**config.mk**
```make
export PLATFORM = sky130hd
export DESIGN_NAME = peripheral_msi_sequencer
export DESIGN_NICKNAME = d
export VERILOG_FILES = /design/src/rtl/peripheral_msi_pkg.sv /design/src/rtl/peripheral_msi_seq_fifo.sv /design/src/rtl/peripheral_msi_sequencer.sv
export SDC_FILE = /design/constraint.sdc
export NUM_CORES = 1
export LEC_CHECK = 0
export ABC_AREA = 1
export CAP_MARGIN = 10
export CELL_PAD_IN_SITES_DETAIL_PLACEMENT = 1
export CELL_PAD_IN_SITES_GLOBAL_PLACEMENT = 1
export CORE_MARGIN = 2
export CORE_UTILIZATION = 31
export DETAILED_ROUTE_END_ITERATION = 16
export PLACE_DENSITY_LB_ADDON = 0.1
export SYNTH_ARGS = -nofsm -noshare
export SYNTH_HDL_FRONTEND = slang
export SYNTH_SLANG_ARGS = --single-unit
```
**constraint.sdc**
```tcl
create_clock -name mclk -period 2.21 [get_ports mclk]
set_input_delay 0.221 -clock mclk [delete_from_list [all_inputs] [get_ports mclk]]
set_output_delay 0.221 -clock mclk [all_outputs]
set_load 0.01 [all_outputs]
```
**src/rtl/peripheral_msi_pkg.sv**
```systemverilog
// Shared definitions for the MSI UART bus-master sequencer: register offsets, STATUS clear masks, FSM states.
package peripheral_msi_pkg;

    localparam logic [13:0] MSI_OFS_CTRL = 14'd0;
    localparam logic [13:0] MSI_OFS_BAUD = 14'd1;
    localparam logic [13:0] MSI_OFS_DATA = 14'd2;

    localparam logic [15:0] MSI_CLR_RX = 16'h0100;
    localparam logic [15:0] MSI_CLR_TX = 16'h0200;

    typedef enum logic [3:0] {
        ST_IDLE,
        ST_CFG_BAUD,
        ST_CFG_CTRL,
        ST_RUN,
        ST_RX_READ,
        ST_RX_CLR,
        ST_TX_WRITE,
        ST_TX_WAIT,
        ST_TX_CLR
    } msi_seq_state_t;

endpackage

```
**src/rtl/peripheral_msi_seq_fifo.sv**
```systemverilog
// Purpose: register-based FIFO with registered head, pointers wrap modulo DEPTH.
// Latency: a pushed word is visible on head_o the cycle after the push edge when the FIFO was empty.
// Backpressure: push is refused when full unless a pop happens in the same cycle; pop on empty is ignored.
module peripheral_msi_seq_fifo #(
    parameter int WIDTH = 8,
    parameter int DEPTH = 8
) (
    input  logic             clk_i,
    input  logic             rst_n_i,
    input  logic             push_i,
    input  logic [WIDTH-1:0] push_dat_i,
    input  logic             pop_i,
    output logic             push_acc_o,
    output logic [WIDTH-1:0] head_o,
    output logic             full_o,
    output logic             empty_o
);
    localparam int AW = $clog2(DEPTH);

    logic [AW:0]      wr_q, wr_d, rd_q, rd_d;
    logic [WIDTH-1:0] mem_q [DEPTH];
    logic             pop_ok;

    // Extra pointer MSB distinguishes full from empty when the indices match.
    assign empty_o    = (wr_q == rd_q);
    assign full_o     = (wr_q[AW] != rd_q[AW]) && (wr_q[AW-1:0] == rd_q[AW-1:0]);
    assign pop_ok     = pop_i & ~empty_o;
    assign push_acc_o = push_i & (~full_o | pop_ok);
    assign wr_d       = wr_q + {{AW{1'b0}}, push_acc_o};
    assign rd_d       = rd_q + {{AW{1'b0}}, pop_ok};
    assign head_o     = mem_q[rd_q[AW-1:0]];

    always_ff @(posedge clk_i or negedge rst_n_i) begin
        if (!rst_n_i) begin
            wr_q <= '0;
            rd_q <= '0;
            for (int i = 0; i < DEPTH; i++) mem_q[i] <= '0;
        end else begin
            wr_q <= wr_d;
            rd_q <= rd_d;
            if (push_acc_o) mem_q[wr_q[AW-1:0]] <= push_dat_i;
        end
    end

endmodule

```
**src/rtl/peripheral_msi_sequencer.sv**
```systemverilog
// Purpose: configures the MSI UART after cfg_start, then moves bytes TX FIFO -> UART and UART -> RX FIFO.
// Latency: one bus access per state; TX byte reaches the bus 2 edges after handshake. Backpressure: tx_ready = TX FIFO not full; full RX FIFO drops bytes (sticky rx_overflow).
// Optional MSI_SEQ_STATS_EN adds tx_count/rx_count outputs.
module peripheral_msi_sequencer
    import peripheral_msi_pkg::*;
#(
    parameter logic [13:0] BASE_ADDR  = 14'h0040,
    parameter int          FIFO_DEPTH = 8,
    parameter logic [15:0] BAUD_DIV   = 16'd868,
    parameter logic [7:0]  CTRL_INIT  = 8'h01
) (
    input  logic        mclk,
    input  logic        puc_rst_n,
    input  logic        cfg_start,
    output logic        busy,
    input  logic        tx_valid,
    output logic        tx_ready,
    input  logic [7:0]  tx_data,
    output logic        rx_valid,
    input  logic        rx_ready,
    output logic [7:0]  rx_data,
    output logic        rx_overflow,
    output logic [13:0] m_per_addr,
    output logic [15:0] m_per_din,
    input  logic [15:0] m_per_dout,
    output logic        m_per_en,
    output logic [1:0]  m_per_we,
`ifdef MSI_SEQ_STATS_EN
    output logic [15:0] tx_count,
    output logic [15:0] rx_count,
`endif
    input  logic        irq_msi_rx,
    input  logic        irq_msi_tx
);
    msi_seq_state_t state_q, state_d;
    logic           ret_q, ret_d;
    logic           tx_free_q, tx_free_d;
    logic           rx_ovf_q, rx_ovf_d;
    logic           tx_full, tx_empty, tx_pop, tx_push_acc;
    logic [7:0]     tx_head;
    logic           rx_full, rx_empty, rx_push, rx_push_acc;
    logic           unused_dout_lo;
    logic           cfg_go;

    assign cfg_go         = cfg_start && (state_q == ST_IDLE);
    assign busy           = (state_q != ST_IDLE) && (state_q != ST_RUN);
    assign tx_ready       = (state_q != ST_IDLE) && !tx_full;
    assign rx_valid       = !rx_empty;
    assign rx_overflow    = rx_ovf_q;
    assign unused_dout_lo = ^m_per_dout[7:0];

    peripheral_msi_seq_fifo #(.WIDTH(8), .DEPTH(FIFO_DEPTH)) u_tx_fifo (
        .clk_i      (mclk),
        .rst_n_i    (puc_rst_n),
        .push_i     (tx_valid & tx_ready),
        .push_dat_i (tx_data),
        .pop_i      (tx_pop),
        .push_acc_o (tx_push_acc),
        .head_o     (tx_head),
        .full_o     (tx_full),
        .empty_o    (tx_empty)
    );

    peripheral_msi_seq_fifo #(.WIDTH(8), .DEPTH(FIFO_DEPTH)) u_rx_fifo (
        .clk_i      (mclk),
        .rst_n_i    (puc_rst_n),
        .push_i     (rx_push),
        .push_dat_i (m_per_dout[15:8]),
        .pop_i      (rx_ready),
        .push_acc_o (rx_push_acc),
        .head_o     (rx_data),
        .full_o     (rx_full),
        .empty_o    (rx_empty)
    );

    always_ff @(posedge mclk or negedge puc_rst_n) begin
        if (!puc_rst_n) begin
            state_q   <= ST_IDLE;
            ret_q     <= 1'b0;
            tx_free_q <= 1'b0;
            rx_ovf_q  <= 1'b0;
        end else begin
            state_q   <= state_d;
            ret_q     <= ret_d;
            tx_free_q <= tx_free_d;
            rx_ovf_q  <= rx_ovf_d;
        end
    end

    always_comb begin
        state_d   = state_q;
        ret_d     = ret_q;
        tx_free_d = tx_free_q;
        rx_ovf_d  = rx_ovf_q;
        unique case (state_q)
            ST_IDLE: if (cfg_start) begin
                state_d  = ST_CFG_BAUD;
                rx_ovf_d = 1'b0;
                ret_d    = 1'b0;
            end
            ST_CFG_BAUD: state_d = ST_CFG_CTRL;
            ST_CFG_CTRL: begin
                tx_free_d = 1'b1;
                state_d   = ST_RUN;
            end
            ST_RUN: begin
                if (irq_msi_rx)                 state_d = ST_RX_READ;
                else if (tx_free_q && !tx_empty) state_d = ST_TX_WRITE;
            end
            ST_RX_READ: begin
                if (!rx_push_acc) rx_ovf_d = 1'b1;
                state_d = ST_RX_CLR;
            end
            // A TX byte still in flight resumes waiting for its done flag.
            ST_RX_CLR: begin
                state_d = ret_q ? ST_TX_WAIT : ST_RUN;
                ret_d   = 1'b0;
            end
            ST_TX_WRITE: begin
                tx_free_d = 1'b0;
                state_d   = ST_TX_WAIT;
            end
            ST_TX_WAIT: begin
                if (irq_msi_rx) begin
                    state_d = ST_RX_READ;
                    ret_d   = 1'b1;
                end else if (irq_msi_tx) begin
                    state_d = ST_TX_CLR;
                end
            end
            ST_TX_CLR: begin
                tx_free_d = 1'b1;
                state_d   = ST_RUN;
            end
            default: state_d = ST_IDLE;
        endcase
    end

    always_comb begin
        m_per_en   = 1'b0;
        m_per_we   = 2'b00;
        m_per_addr = '0;
        m_per_din  = '0;
        tx_pop     = 1'b0;
        rx_push    = 1'b0;
        unique case (state_q)
            ST_CFG_BAUD: begin
                m_per_en = 1'b1; m_per_we = 2'b11;
                m_per_addr = BASE_ADDR + MSI_OFS_BAUD; m_per_din = BAUD_DIV;
            end
            ST_CFG_CTRL: begin
                m_per_en = 1'b1; m_per_we = 2'b01;
                m_per_addr = BASE_ADDR + MSI_OFS_CTRL; m_per_din = {8'h03, CTRL_INIT};
            end
            ST_RX_READ: begin
                m_per_en = 1'b1; m_per_addr = BASE_ADDR + MSI_OFS_DATA;
                rx_push  = 1'b1;
            end
            ST_RX_CLR: begin
                m_per_en = 1'b1; m_per_we = 2'b10;
                m_per_addr = BASE_ADDR + MSI_OFS_CTRL; m_per_din = MSI_CLR_RX;
            end
            ST_TX_WRITE: begin
                m_per_en = 1'b1; m_per_we = 2'b01;
                m_per_addr = BASE_ADDR + MSI_OFS_DATA; m_per_din = {8'h00, tx_head};
                tx_pop   = 1'b1;
            end
            ST_TX_CLR: begin
                m_per_en = 1'b1; m_per_we = 2'b10;
                m_per_addr = BASE_ADDR + MSI_OFS_CTRL; m_per_din = MSI_CLR_TX;
            end
            default: ;
        endcase
    end

`ifdef MSI_SEQ_STATS_EN
    logic [15:0] tx_cnt_q, rx_cnt_q;

    always_ff @(posedge mclk or negedge puc_rst_n) begin
        if (!puc_rst_n) begin
            tx_cnt_q <= '0;
            rx_cnt_q <= '0;
        end else if (cfg_go) begin
            tx_cnt_q <= '0;
            rx_cnt_q <= '0;
        end else begin
            if (tx_pop)                 tx_cnt_q <= tx_cnt_q + 16'd1;
            if (rx_push && rx_push_acc) rx_cnt_q <= rx_cnt_q + 16'd1;
        end
    end

    assign tx_count = tx_cnt_q;
    assign rx_count = rx_cnt_q;
`endif

endmodule

```
After elaboration in Yosys (flattened, before gate mapping). Cells that the tools add are included.

Flip-flop bits (word level): 151. Bits in latches: 0. Bits in writable memories: 0. Bits in read-only memories: 0. Input port bits: 31. Output and inout port bits: 45. Word-level logic and storage cells: 124. Memories kept: 0.

Add/sub/neg operators: 4. $mul: 0. Div/mod/pow operators: 0. Magnitude comparators: 6. Equal/unequal tests: 20. Shifts and indexed selects: 0. Muxes and demuxes: 31. Bitwise logic cells: 15. Reduce and logical (&&, ||, !) cells: 24.

Operators with widths (count): $bwmux 64 (2); $pmux 10 s5 (1); $bmux 8 s3 (2); $demux 8 s3 (2); $mux 8 (6); $pmux 4 s8 (1); $pmux 7 s3 (1); $mux 4 (5); $add 4x1->4 (4); $eq 4x3->1 const B (4); $ge 4x4->1 const B (4); $not 3->4 (4); $reduce_and 3->1 (3); $eq 4x2->1 const B (2); $eq 4x4->1 (2); $lt 4x1->1 const B (2); $reduce_or 2->1 (4); $logic_and 1x1->1 (7); $eq 3x3->1 (2); $mux 1 (6); $ne 2x2->1 const B (3); $ne 3x3->1 const B (2); $pmux 2 s3 (1); $reduce_or 6->1 (1); other kinds (16) (29).

Depth between registers and ports, before layout. Gate-level depths: netlist of run 1.

Depth after elaboration: 7. Mapped depth: 12.

Modules after synthesis. Synthesis of run 1 repeated with hierarchy kept, for this count alone.

Cells, all modules: 1035. Area, all modules: 8196.6 sq um.

Modules (own cells, without submodules): peripheral_msi_seq_fifo (instances 2, cells an instance 456, area an instance 3722.3 sq um); peripheral_msi_sequencer (instances 1, cells an instance 123, area an instance 752.0 sq um).

Worst setup path after synthesis of run 1. OpenSTA, ideal clock, no wires.

Kind: reg2reg. Start: register u_rx_fifo.wr_q[2]. End: register u_rx_fifo.wr_q[2]. Setup time: 0.123 ns. Arrival time: 1.797 ns. Slack: 0.290 ns. Cell stages (with the launch flop): 10. Buffers on the path: 2. Path through: dfrtp_1 -> buf_4 -> xnor2_1 -> nand4_4 -> buf_6 -> nand2_1 -> inv_1 -> ha_1 -> ha_1 -> xor2_1.

Word-level cells in the longest chain between the ends: 6.

Ends and longest elaborated chain: from (decl) (RTL line peripheral_msi_seq_fifo.sv:20) `logic [AW:0] wr_q, wr_d, rd_q, rd_d;`; from (signal assigned) (RTL line peripheral_msi_seq_fifo.sv:39) `wr_q <= wr_d;`; $eq 4x4->1 / $eq 3x3->1 (equally long branches) (RTL line peripheral_msi_seq_fifo.sv:25, peripheral_msi_seq_fifo.sv:26); $not 1->1 / $logic_and 1x1->1 (equally long branches) (RTL line peripheral_msi_seq_fifo.sv:27, peripheral_msi_seq_fifo.sv:26); $and 1x1->1 / $not 1->1 (equally long branches) (RTL line peripheral_msi_seq_fifo.sv:27, peripheral_msi_seq_fifo.sv:28); $or 1x1->1 (RTL line peripheral_msi_seq_fifo.sv:28) `assign push_acc_o = push_i & (~full_o | pop_ok);`; $and 1x1->1 (RTL line peripheral_msi_seq_fifo.sv:28); $add 4x1->4 (*) (RTL line peripheral_msi_seq_fifo.sv:29) `assign wr_d = wr_q + {{AW{1'b0}}, push_acc_o};`; net u_rx_fifo.wr_d[2] (RTL line peripheral_msi_seq_fifo.sv:20).

Mark *: on every way through the listed nets, which the timed path passes. The rest lies on a longest branch. A chain may end at the register's enable or synchronous reset.

Final worst setup path of run 1.
Start: register u_rx_fifo.rd_q[0]. End: output rx_data[2].

Word-level cells in the longest chain between the ends: 4.

Ends and longest elaborated chain: from (decl) (RTL line peripheral_msi_seq_fifo.sv:20); from (signal assigned) (RTL line peripheral_msi_seq_fifo.sv:40) `rd_q <= rd_d;`; $not 3->4 (not written as such) (RTL line peripheral_msi_seq_fifo.sv:31) `assign head_o = mem_q[rd_q[AW-1:0]];`; $bmux 8 s3 (RTL line peripheral_msi_seq_fifo.sv:31); $mux 8 (not written as such) (2 in series) (RTL line peripheral_msi_seq_fifo.sv:31); to (decl) (RTL line peripheral_msi_sequencer.sv:21) `output logic [7:0] rx_data,`.

Every way passes these cells. The select of a mux whose other input is x is not followed.

==> run_results.csv, run 1 <==
group,metric,value,unit
timing,skew,0.0135,ns
timing,setup_viol,0,
critical_path,startpoint,"u_rx_fifo.rd_q[0]",
detailed_routing,vias,7117,
critical_path,crit_required,1.99,ns
finish,final_cell_mix,"nand2_1, dfrtp_1, nor2_1",
placed_design,port-buffer-count,50,
synth,avgSynthCellArea,7.72,sq um
finish,syn2layout_area_growth,22.7,%
die,num_io_pins,76,
critical_path,timing.rr.start,"u_rx_fifo.rd_q[0]",
grt,grt_max_degree,55,
die,core,0.0251,sq mm
finish,layout-drive-gt1-share,14.6,%
clock_network,cts_max_level,4,
synth,synth-warning-count,0,
detailed_routing,vias_per_cell,4.95,
grt,antenna_found_initial,0,
timing,rsz0062_at_grt,"true",
die,fp.dieH,164,um
power_and_ir_drop,peakVddDrop,0.509,mV
timing,worst_pin_slew,0.730,ns
synth,ys_seq_area_share,47.9,%
synth,syn_area,0.00790,sq mm
detailed_routing,wl,26800,um
clock_network,root_buffer,"clkbuf_16",
die,initial_core_util,31.4,%
detailed_routing,routedWlPerCell,18.6,um
finish,multi_input_area,0.00365,sq mm
finish,mostFrequentLayoutCell,"nand2_1",
timing,clock.fmax,468,MHz
timing,max_slew_margin,51.2,%
clock_network,cts.reportedPaths.clkPinSlew,0.07,ns
clock_network,clk_path_buf_depth,2,
power_and_ir_drop,powerDensity,1520,mW/mm^2
finish,stdcell_count,1438,
worst_hold_path,hp-class,"input port to asynchronous set/reset pin",
run,drv_cap,0,
critical_path,worstPathArrival,1.91,ns
timing,period_share,96.6,%
finish,insertedDiodeCount,0,
clock_network,cts.sinks,151,
grt,grt_pass1_wl,43300,um
critical_path,start_kind,"flop",
detailed_routing,antenna_left,0,
placed_design,gp_congestion,0.753,
grt,grt_pass1_vias,7363,
finish,nets,1134,
critical_path,path_class,"flop to primary output",
placed_design,hpwl,17900,um
synth,yosysUniqueCellTypes,31,
grt,grt_remaining_overflow,0,
timing,hold_viol,0,
finish,seq_area,0.00378,sq mm
clock_network,insertion_delay,0.43,ns
critical_path,cpPeakStageDelay,0.39,ns
power_and_ir_drop,total_power,0.0147,W
finish,post-route-util,38.6,%
clock_network,numCtsBuffers,17,
synth,synthCells,1023,
detailed_routing,dr.pass1.iters,6,
detailed_routing,drt_iter0_markers,423,
synth,ys_ff_latch,151,
critical_path,crit_chain,"inv_2, bufbuf_16, o21ai_0, o22ai_1, nor2_1, a31oi_1, buf_2",
critical_path,slowest_stage,"dfrtp_1",
critical_path,cp-end-kind,"primary output",
timing,maxSlewViolCount,0,
die,num_rows,58,
clock_network,cts_tree,"built",
power_and_ir_drop,leakage,4.90,nW
die,dieArea,0.0268,sq mm
detailed_routing,drc_errors,0,
run_status,status,"completed",
die,fp.dieW,164,um
placed_design,dp.cells,1392,
grt,track_usage,21.1,%
timing,min_period,2.14,ns
finish,num-fill-cells,3082,
critical_path,cp_max_fo,16,
timing,whs,0.248,ns
==> cells by family after synthesis <==
kind of cell / Yosys count / synth area share, %
AOI/OAI and AO/OA: 112 / 7.81
xor gates and xnor gates: 12 / 1.33
adders and majority gates: 8 / 1.27
buffers and inverters: 124 / 7.75
DFF: 151 / 47.9
other: 1 / 0.0475
and+or+nand+nor: 615 / 33.9
==> worst paths after layout <==
kind                                             to  slack [ns]  depth (start not counted)
worst min-delay path              u_tx_fifo.wr_q[3]        0.25                          2
min in group mclk               u_rx_fifo.mem_q[14]        0.47                          2
worst max register to register  u_rx_fifo.mem_q[25]        0.15                         10
max in group asynchronous       u_tx_fifo.mem_q[30]        1.29                          3
worst max-delay path                     rx_data[2]        0.07                          7
worst min register to register  u_rx_fifo.mem_q[14]        0.47                          2
==> sequential cells by signal, summed over array words and instances (netlist names), 4 cells and up <==
register / cells
u_tx_fifo.rd_q: 4
u_rx_fifo.wr_q: 4
state_q: 4
u_rx_fifo.mem_q: 64
u_tx_fifo.mem_q: 64
u_tx_fifo.wr_q: 4
u_rx_fifo.rd_q: 4
==> what timing repair did <==
action / in CTS / in global routing
pin swaps: 6 / 12
hold buffers: 1 / 0
resized for setup: 74 / 44
endpoints found under the hold margin: 25 / 0
setup buffers: 10 / 2
gates cloned: 1 / 1
endpoints found under the setup margin: 26 / 19
==> power by group <==
group	switching, W	total, W	internal [W]	leakage, nW
logic	0.00430	0.00701	0.00271	2.66
clock network	0.00136	0.00299	0.00163	0.293
registers	0.000824	0.00474	0.00392	1.95
total	0.00648	0.0147	0.00826	4.90
==> stage by stage <==
stage | setup TNS (ns) | cell area [sq um] | setup slack (ns)
2_1_floorplan | 0 | 7960 | 0.290
3_3_place_gp | 0 | 8910 | 0.0796
3_5_place_dp | 0 | 8910 | 0.0611
4_1_cts | -0.0118 | 9670 | -0.00605
5_1_grt | -0.0561 | 9690 | -0.0286
6_report | 0 | 9690 | 0.0748
==> Yosys cell counts (all sizes together) <==
| library cell | n | share of area [%] |
|---|---|---|
| a21boi | 1 | 0.095 |
| a21oi | 3 | 0.19 |
| a31oi | 9 | 0.71 |
| buf | 47 | 4.0 |
| clkbuf | 29 | 1.5 |
| conb | 1 | 0.047 |
| dfrtp | 151 | 48 |
| ha | 8 | 1.3 |
| inv | 48 | 2.3 |
| nand2 | 372 | 18 |
| nand3 | 23 | 1.6 |
| nand4 | 76 | 6.4 |
| nor2 | 131 | 7.0 |
| nor3 | 12 | 1.1 |
| o211ai | 9 | 0.86 |
| o21ai | 74 | 4.7 |
| o22ai | 16 | 1.3 |
| or2 | 1 | 0.079 |
| xnor2 | 4 | 0.44 |
| xor2 | 8 | 0.89 |
==> per-layer routing <==
| layer | global-route usage, % | part of all wire, % |
|---|---|---|
| met5 | 0 | 0 |
| met3 | 4.67 | 4.2 |
| met4 | 4.27 | 0.89 |
| met2 | 30.6 | 43 |
| met1 | 32.0 | 52 |
==> area by class of cell <==
class / instances / area share [%]
tap: 330 / 4.26
timing repair buffer: 113 / 10.9
multi-input combinational: 764 / 37.6
sequential: 151 / 39.0
clock inverter: 14 / 1.61
clock buffer: 18 / 4.53
inverter: 48 / 1.98
==> worst max-delay path, delay by kind of cell (launching register included) <==
family | cells | cell delay (ns)
flops | 1 | 0.39
compound gates | 3 | 0.46
buf+inv | 3 | 0.58
simple gates | 1 | 0.06
(Power assumes the default switching activity.)
==> run 2: changes to the inputs <==
PLACE_DENSITY = 0.68   (was default)
PLACE_DENSITY_LB_ADDON = default   (was 0.1)
==> run 2 against run 1 <==
Hold slack better by 0.028 ns. Sequential power hardly changed. Sequential share of layout area is 0.53 points lower.
==> run_results.csv, run 2 (same netlist as run 1, synthesis figures left out) <==
group,metric,value,unit
critical_path,cp-end-kind,"primary output",
grt,grt_remaining_overflow,0,
placed_design,port-buffer-count,50,
detailed_routing,drc_errors,0,
critical_path,cp-endpoint,"m_per_din[6]",
power_and_ir_drop,p_int,0.00854,W
clock_network,numCtsBuffers,17,
finish,layout-drive-gt1-share,15.3,%
detailed_routing,vias_per_cell,5.03,
power_and_ir_drop,total_power,0.0150,W
run,drv_cap,0,
timing,worst_pin_slew,0.544,ns
clock_network,cts_max_level,4,
timing,setup_viol,0,
timing,setup_slack,0.0629,ns
detailed_routing,wl,25700,um
timing,hold_viol,0,
clock_network,cts_tree,"built",
die,num_rows,58,
critical_path,start_kind,"flop",
placed_design,gp_congestion,0.801,
critical_path,crit_required,1.99,ns
timing,min_period,2.15,ns
power_and_ir_drop,switching_share,43.0,%
timing,skew,0.0154,ns
power_and_ir_drop,powerDensity,1530,mW/mm^2
power_and_ir_drop,switchingPower,0.00645,W
power_and_ir_drop,leakage,4.97,nW
clock_network,cts.sinks,151,
placed_design,dp_slack,0.0474,ns
worst_hold_path,hp-class,"input port to asynchronous set/reset pin",
finish,biggestRegsByFlops,"u_rx_fifo.mem_q: 64 flops, u_tx_fifo.mem_q: 64 flops",
die,dieArea,0.0268,sq mm
critical_path,timing.rr.start,"u_rx_fifo.rd_q[1]",
die,initial_core_util,31.4,%
run_status,status,"completed",
finish,nets,1148,
timing,max_slew_margin,63.6,%
timing,rsz0062_at_grt,"true",
grt,antenna_found_initial,0,
die,fp.dieH,164,um
critical_path,r2r-end,"u_rx_fifo.wr_q[2]",
clock_network,insertion_delay,0.44,ns
clock_network,clk_path_buf_depth,2,
placed_design,placed_cell_area,0.00898,sq mm
timing,period_share,97.2,%
critical_path,cpPeakStageDelay,0.46,ns
critical_path,cp_max_fo,14,
die,num_io_pins,76,
critical_path,reg2regPathDepth,11,
grt,grt_max_degree,58,
detailed_routing,vias,7306,
detailed_routing,antenna_left,0,
critical_path,slowest_stage,"dfrtp_2",
critical_path,worstPathArrival,1.93,ns
grt,track_usage,19.8,%
die,core,0.0251,sq mm
clock_network,cts.reportedPaths.clkPinSlew,0.08,ns
detailed_routing,dr.pass1.iters,5,
finish,num-fill-cells,3105,
critical_path,rrSetupSlack,0.21,ns
die,fp.dieW,164,um
finish,final_cell_mix,"nand2_1, dfrtp_1, nor2_1",
detailed_routing,drt_iter0_markers,539,
timing,clock.fmax,466,MHz
clock_network,root_buffer,"clkbuf_16",
finish,post-route-cell-area,0.00983,sq mm
finish,mostFrequentLayoutCell,"nand2_1",
finish,post-route-util,39.1,%
critical_path,startpoint,"u_tx_fifo.rd_q[0]",
timing,maxSlewViolCount,0,
critical_path,critical-path-top-cell-by-count,"nand2_1",
power_and_ir_drop,seqPwrFrac,31.7,%
detailed_routing,routedWlPerCell,17.7,um
finish,syn2layout_area_growth,24.4,%
critical_path,path_class,"flop to primary output",
grt,grt_pass1_vias,7606,
power_and_ir_drop,p_clk_share,20.9,%
grt,grt_pass1_wl,41400,um
power_and_ir_drop,power_frac_comb,47.3,%
placed_design,hpwl,17100,um
power_and_ir_drop,peakVddDrop,0.605,mV
finish,insertedDiodeCount,0,
critical_path,crit_chain,"inv_6, buf_12, nand2_1, nand2_1, a21oi_1, o21ai_1, o211ai_1, nand2_1, clkdlybuf4s15_1",
-- run 2: timing repair --
| action | in CTS | in global routing |
|---|---|---|
| pin swaps | 8 | 11 |
| buffers inserted | 7 | 10 |
| gates cloned | 2 | 0 |
| resized for setup | 78 | 35 |
| hold endpoints to repair | 42 | 0 |
| endpoints found under the setup margin | 25 | 22 |
| hold buffers | 1 | 0 |
-- run 2: final cells by class --
cell class	instances	area [sq um]	share of cell area [%]
sequential	151	3780	38.5
multi-input combinational	764	3640	37.1
timing repair buffer	127	1160	11.8
clock buffer	18	439	4.47
tap	330	413	4.20
inverter	48	199	2.02
clock inverter	14	183	1.86
-- run 2: per-layer routing --
layer	vias up	GRT usage [%]	wire, um
met5	-	0	0
met4	0	5.30	363
met3	27	3.86	978
met2	123	31.8	12100
met1	3674	27.4	12300
li1	3482	-	-
-- run 2: stage by stage --
step / cells / TNS [ns] / hold slack (ns)
2_1_floorplan: 1039 / 0 / -0.0746
3_3_place_gp: 1401 / 0 / 0.198
3_5_place_dp: 1401 / 0 / 0.197
4_1_cts: 1443 / -0.0865 / 0.299
5_1_grt: 1452 / -0.0480 / 0.317
6_report: 1452 / 0 / 0.275
-- run 2: power by group through the flow --
stage / sequential (W) / clock [W] / combinational [W]
3_3_place_gp: 0.00469 / 0 / 0.00666
6_report: 0.00475 / 0.00314 / 0.00709
2_1_floorplan: 0.00444 / 0 / 0.00425
4_1_cts: 0.00472 / 0.00318 / 0.00704
5_1_grt: 0.00489 / 0.00329 / 0.00794
3_5_place_dp: 0.00471 / 0 / 0.00681
-- run 2: worst min path at each step --
stage	startpoint	endpoint	slack, ns	cells after the start
2_1_floorplan	puc_rst_n	ret_q	-0.07	0
3_3_place_gp	puc_rst_n	u_tx_fifo.mem_q[7]	0.20	1
3_5_place_dp	puc_rst_n	u_tx_fifo.mem_q[7]	0.20	1
4_1_cts	puc_rst_n	u_tx_fifo.mem_q[7]	0.30	2
5_1_grt	puc_rst_n	u_tx_fifo.mem_q[23]	0.32	2
6_report	puc_rst_n	u_tx_fifo.mem_q[3]	0.28	2
-- run 2: critical path, delay by kind of cell (launching register included) --
kind	cells	cell delay, ns
buffers and inverters	3	0.50
flip-flops	1	0.46
AO/OA/AOI/OAI	3	0.31
AND/OR/NAND/NOR	3	0.22
